==> src/rtl/arith_pkg.sv <==
// Shared arithmetic definitions: FSM state encoding and default widths
// for the bit-serial adder.
package arith_pkg;

    typedef enum logic [1:0] {
        ST_IDLE  = 2'd0,
        ST_SHIFT = 2'd1,
        ST_DONE  = 2'd2
    } state_t;

    localparam int ADD_WIDTH = 8;
    localparam int CNT_W     = $clog2(ADD_WIDTH);

endpackage

==> src/rtl/full_adder.sv <==
// Single-bit full adder; the serial adder reuses one instance every cycle.
module full_adder (
    input  logic x,
    input  logic y,
    input  logic z,
    output logic sum,
    output logic carry
);

    assign sum   = x ^ y ^ z;
    assign carry = (x & y) | (x & z) | (y & z);

endmodule

==> src/rtl/serial_adder_8bit.sv <==
// Bit-serial adder: {cout, sum} = a + b + cin, LSB first, one bit per clock
// through a single full-adder cell, with a start/busy/done handshake.
module serial_adder_8bit
    import arith_pkg::*;
#(
    parameter int WIDTH = ADD_WIDTH
) (
    input  logic             clk,
    input  logic             rst,
    input  logic             start,
    input  logic [WIDTH-1:0] a,
    input  logic [WIDTH-1:0] b,
    input  logic             cin,
    output logic             busy,
    output logic             done,
    output logic [WIDTH-1:0] sum,
    output logic             cout
);

    localparam int BIT_CNT_W = (WIDTH > 1) ? $clog2(WIDTH) : 1;

    state_t                 state;
    state_t                 state_nxt;
    logic [WIDTH-1:0]       op_a;
    logic [WIDTH-1:0]       op_b;
    logic [WIDTH-1:0]       acc;
    logic                   carry;
    logic [BIT_CNT_W-1:0]   cnt;
    logic                   fa_sum;
    logic                   fa_carry;
    logic                   accept;
    logic                   last;

    full_adder u_fa (
        .x     (op_a[0]),
        .y     (op_b[0]),
        .z     (carry),
        .sum   (fa_sum),
        .carry (fa_carry)
    );

    always_comb begin
        state_nxt = state;
        accept    = 1'b0;
        last      = 1'b0;
        case (state)
            ST_IDLE: begin
                if (start) begin
                    accept    = 1'b1;
                    state_nxt = ST_SHIFT;
                end
            end
            ST_SHIFT: begin
                if (cnt == BIT_CNT_W'(WIDTH - 1)) begin
                    last      = 1'b1;
                    state_nxt = ST_DONE;
                end
            end
            // DONE accepts a new request directly for back-to-back operation
            ST_DONE: begin
                if (start) begin
                    accept    = 1'b1;
                    state_nxt = ST_SHIFT;
                end else begin
                    state_nxt = ST_IDLE;
                end
            end
            default: state_nxt = ST_IDLE;
        endcase
    end

    always_ff @(posedge clk) begin
        if (rst) begin
            state <= ST_IDLE;
            op_a  <= '0;
            op_b  <= '0;
            acc   <= '0;
            carry <= 1'b0;
            cnt   <= '0;
            sum   <= '0;
            cout  <= 1'b0;
        end else begin
            state <= state_nxt;
            if (accept) begin
                op_a  <= a;
                op_b  <= b;
                carry <= cin;
                cnt   <= '0;
            end else if (state == ST_SHIFT) begin
                op_a  <= op_a >> 1;
                op_b  <= op_b >> 1;
                acc   <= {fa_sum, acc[WIDTH-1:1]};
                carry <= fa_carry;
                cnt   <= cnt + 1'b1;
            end
            // Outputs only change on the final shift so partial sums stay hidden
            if (last) begin
                sum  <= {fa_sum, acc[WIDTH-1:1]};
                cout <= fa_carry;
            end
        end
    end

    assign busy = (state == ST_SHIFT);
    assign done = (state == ST_DONE);

endmodule

==> config.mk <==
export PLATFORM = sky130hd
export DESIGN_NAME = serial_adder_8bit
export DESIGN_NICKNAME = d
export VERILOG_FILES = /design/src/rtl/arith_pkg.sv /design/src/rtl/full_adder.sv /design/src/rtl/serial_adder_8bit.sv
export SDC_FILE = /design/constraint.sdc
export NUM_CORES = 1
export LEC_CHECK = 0
export BUFFER_PORTS_ARGS = -buffer_cell sky130_fd_sc_hd__buf_4
export CAP_MARGIN = 20
export CORE_MARGIN = 2
export CORE_UTILIZATION = 25
export CTS_CLUSTER_DIAMETER = 30
export CTS_CLUSTER_SIZE = 28
export DETAILED_ROUTE_END_ITERATION = 8
export PLACE_DENSITY = 0.42
export SYNTH_ARGS = -nofsm -noshare
export SYNTH_HDL_FRONTEND = slang
export SYNTH_SLANG_ARGS = --single-unit
==> constraint.sdc <==
create_clock -name clk -period 1.3 [get_ports clk]
set_input_delay 0.13 -clock clk [delete_from_list [all_inputs] [get_ports clk]]
set_output_delay 0.13 -clock clk [all_outputs]
set_load 0.05 [all_outputs]
* Word level (Yosys, flattened, before mapping)
Cells that the tools add are included.
** Word-level totals
- Bits in registers :: 39
- Latch bits :: 0
- Bits in writable memories :: 0
- Memory bits (read-only) :: 0
- Bits of input ports :: 20
- Word-level logic and storage cells :: 42
- Memories kept :: 0
** Operators by class
- Add/sub/neg operators :: 1
- Multipliers :: 0
- Divide/modulo/power cells :: 0
- Order comparisons :: 0
- Equality and inequality tests :: 5
- Shift operators :: 0
- Multiplexer cells :: 14
- Bitwise gates (word level) :: 8
- Reductions and logical operators :: 6
** Operators by type and width (number)
- two-way mux 8 bit :: 4
- two-way mux 1 bit :: 7
- case mux 2 bit (3 select lines) :: 1
- two-way mux 2 bit :: 2
- AND reduction 2 bit :: 2
- OR reduction 2 bit :: 2
- adder 3 x 1 -> 3 bit, second input constant :: 1
- bitwise AND 1 bit :: 3
- equality test 3 bit, second input constant :: 1
- equality test 2 x 1 -> 1 bit, second input constant :: 1
- equality test 2 bit, second input constant :: 1
- zero test 2 bit :: 1
- != test 2 x 1 -> 1 bit, second input constant :: 1
- != test 2 bit, second input constant :: 1
- OR 1 bit :: 2
- nonzero test 2 bit :: 1
- XOR 1 bit :: 2
- inverter 1 bit :: 1

* Logic depth before layout (Yosys ltp)
- Word-level depth :: 5
- Gate-level depth with buffers :: 6
- Depth with buffers taken out :: 5

* Modules after synthesis
Synthesis repeated with hierarchy kept, for this count alone.
** Second synthesis, totals
- Cells, all modules :: 177
- Area, all modules :: 1560.2 um^2
** Modules (own cells, without submodules)
- serial_adder_8bit :: times used 1, cells an instance 176, area each 1540.2 um^2, seq. area each 760.7 um^2
- full_adder :: times used 1, cells an instance 1, area each 20.0 um^2, seq. area each 0.0 um^2

* Worst setup path after synthesis
OpenSTA, ideal clock, no wires.
- Path type :: flip-flop to flip-flop
- From :: register cnt[0]
- To :: register state[0]
- Library setup time :: 128 ps
- Arrival time :: 1068 ps
- Slack :: 105 ps
- Stages on the path, launching flop included :: 6
- Period minus slack after synthesis :: 1195 ps
- Cell sequence :: dfxtp_1 ha_1 ha_1 clkbuf_1 o21a_1 nor2_1
** On the way
- Longest elaborated chain between the ends :: 3
** Ends and longest elaborated chain
- from (decl) :: RTL line serial_adder_8bit.sv:28 : logic [BIT_CNT_W-1:0] cnt;
- from (signal assigned) :: RTL line serial_adder_8bit.sv:94 : cnt <= cnt + 1'b1;
- equality test 3 bit :: RTL line serial_adder_8bit.sv:54 : if (cnt == BIT_CNT_W'(WIDTH - 1)) begin
- != test 2 x 1 -> 1 bit (no source line)
- AND reduction 2 bit (no source line)
- to (signal assigned) :: RTL line serial_adder_8bit.sv:83 : state <= state_nxt;
- to (decl) :: RTL line serial_adder_8bit.sv:22 : state_t state;
Every way passes these cells.
A chain may end at the register's enable or synchronous reset.

* Worst setup path in the final report
- From :: register state[1]
- To :: output busy
** On the way
- Longest elaborated chain between the ends :: 1
** Ends and longest elaborated chain
- equality test 2 x 1 -> 1 bit :: RTL line serial_adder_8bit.sv:104 : assign busy = (state == ST_SHIFT);
- to (decl) :: RTL line serial_adder_8bit.sv:14 : output logic busy,
Every way passes these cells.

==> results.yml <==
outcome:
  status: "finished clean"
critical_path:
  endpoint_kind: "output port"
  crit_slowest_cell: "dfxtp_1"
  cpPeakStageDelay_ns: 0.33
  crit_family: "flip-flops"
  cp.required_ns: 1.17
  path_max_fanout: 12
  crit_type: "reg2out"
  crit_chain: "nand2b_4, inv_4, buf_6, buf_8"
  worst-path-buf-inv: 3
  cp.arrival_ns: 1.11
  start_kind: "flop"
yosys:
  ys_seq_area_share_pct: 50.96
  netlist_instances: 174
  syn_nets: 197
  synthArstFlopShare_pct: 0
  synth_edf_count: 0
  syn_area_sq_um: 1493
  yosysWarnings: 0
  syn_avg_cell_area_sq_um: 8.579
  synth_seq_cells: 38
  yosys.area.top_type: "dfxtp_1"
  ys.flop_type: "dfxtp_1"
  synth_top_area_share_pct: 50.96
  synth_most_common_cell: "dfxtp_1"
  synth_cell_type_count: 22
  yosys-top-cells-area: "dfxtp_1 51%, nand2_1 9.1%, a21oi_1 6.4%, nor3_1 6.0%, nand3_1 4.0%"
  synth_common_cells: "38 x dfxtp_1, 36 x nand2_1, 19 x a21oi_1"
clock_tree:
  clock_sinks: 38
  worst_skew_pair.late_latency_ns: 0.28
  numCtsBuffers: 5
  htreeDepth: 2
  cts_buffer_depth: 2
  root_buffer: "clkbuf_8"
  hold_buffers: 0
  cts_tree: "yes"
  path_clk_slew_ns: 0.07
final_layout:
  diodes: 0
  drive_gt1_share_pct: 26.89
  multi_input_area_sq_um: 671.9
  area_growth_pct: 35.04
  seqCellArea_sq_um: 763.2
  nFillCells: 622
  final_nets: 234
  fin_util_pct: 34.45
floorplan:
  start_util_pct: 25.51
  die_h_um: 81.27
  core_area_sq_um: 5851
  die_area_sq_um: 6605
  num_rows: 28
  die_w_um: 81.27
  num_io_pins: 31
routing:
  ant_nets: 0
  wirelength_um: 3478
  first_pass_iters: 4
  first_iter_violations: 65
  wire_per_inst_um: 12.12
  viasPerCell: 4.512
  num_vias: 1295
  drc: 0
sta:
  hold_viol_final: 0
  min_period_ns: 1.239
  clock.fmax_mhz: 806.9
  skew_ns: 0.008280
  period_share_pct: 95.33
  holdWs_ns: 0.08501
  setup_tns_ns: 0
  maxSlewViolCount: 0
  worst_pin_slew_ns: 0.4093
  setup_viol: 0
  slew-limit-headroom_pct: 72.71
  rsz0062_at_grt: "false"
power_and_ir_drop:
  leakagePower_uw: 0.0007645
  p_sw_share_pct: 23.46
  power_frac_seq_pct: 49.2
  ir_drop_v: 0.0004619
  combPwrFrac_pct: 12.9
  p_clk_share_pct: 38.0
  cellPowerDensity_nw_per_um2: 1268
  switchingPower_uw: 599.5
  p_int_uw: 1956
  totalPowerFinal_uw: 2556
global_route:
  gr-total-overflow: 0
  grt_pass1_wl_um: 5830
  grt_max_degree: 39
  grt_pass1_vias: 1248
  grt_use_total_pct: 11.51
  antenna_found_initial: 0
placement:
  hpwl_um: 2346
  io_buffers: 30
  gp_congestion: 0.7180
worst_hold_path:
  hold_path.class: "in2reg"
run:
  cap_violations: 0
## registers in the layout, summed over array words and instances, names as in the netlist
register,flops
carry,1
cout,1
acc,7
op_a,8
sum,8
cnt,3
op_b,8
state,2
## timing repair
action | in CTS | in global routing
setup buffers | 2 | 0
resized for setup | 4 | 8
endpoints found under the setup margin | 1 | 11
pin swaps | 0 | 1
hold endpoints to repair | 0 | 0
## cell usage in the layout, fill, tap and decap left out, types with 5 or more instances in the layout
cell type	Yosys	layout
a311oi_1	6	6
nand2_1	36	36
nand3_1	12	12
o22ai_1	7	7
a21oi_1	19	18
dfxtp_1	38	36
buf_4	4	38
nor2_1	8	8
nor3_1	18	18
clkbuf_8	0	5
## metrics by stage
stage / cell area (sq um) / worst slack (ns) / instances
final: 2016 / 0.06067 / 287
after global routing: 2016 / 0.002149 / 287
after CTS: 1984 / 0.004130 / 287
after detailed placement: 1847 / 0.02096 / 277
after global placement: 1847 / 0.02537 / 277
after floorplan: 1493 / 0.1049 / 174
## power groups by stage
stage / combinational [uW] / clock (uW) / sequential [uW]
after global routing: 365 / 1060 / 1260
after floorplan: 206 / 0 / 1270
after detailed placement: 318 / 0 / 1280
final: 329 / 970 / 1260
after global placement: 318 / 0 / 1280
after CTS: 332 / 1010 / 1260
## worst register-to-register path, delay by kind of cell, from the launching register on
family          cells  cell delay [ns]
flops               1             0.35
simple gates        1             0.15
compound gates      2             0.27
buf+inv             3             0.33
## metal layers
metal  GRT usage [%]  part of all wire [%]  up-vias
met5               0                     0        -
li1                -                     -      682
met4           4.068                   1.7        0
met1           15.11                    49      587
met2           17.87                    45       20
met3           3.444                   3.4        6
## worst paths after layout
| check | slack (ns) | cells past startpoint | endpoint | from |
|---|---|---|---|---|
| worst max-delay path | 0.06 | 4 | busy | state[1] |
| worst min-delay path | 0.09 | 3 | op_a[7] | a[7] |
| worst max register to register | 0.07 | 6 | carry | state[1] |
| worst min register to register | 0.46 | 2 | sum[0] | sum[0] |
## cell type report
class / count / area share, %
flip-flops and latches: 38 / 37.86
inverters: 1 / 0.3104
clock inverters: 1 / 1.490
repair buffers: 44 / 18.56
well taps: 75 / 4.656
multi-input cells: 121 / 33.33
clock buffers: 7 / 3.786
## cell families (layout without fill, tap and decap cells)
family                   after synthesis  after routing  share of synthesized area, %
AND/OR/NAND/NOR                       79             79                         23.30
AO/OA/AOI/OAI                         35             35                         14.33
XOR/XNOR                               1              1                        0.5869
adder cells (fa/ha/maj)                3              3                         3.017
multiplexers                           3              3                         2.012
flip-flops                            38             38                         50.96
buffers and inverters                 15             53                         5.784
No activity file was read; power rests on OpenSTA's default activity.
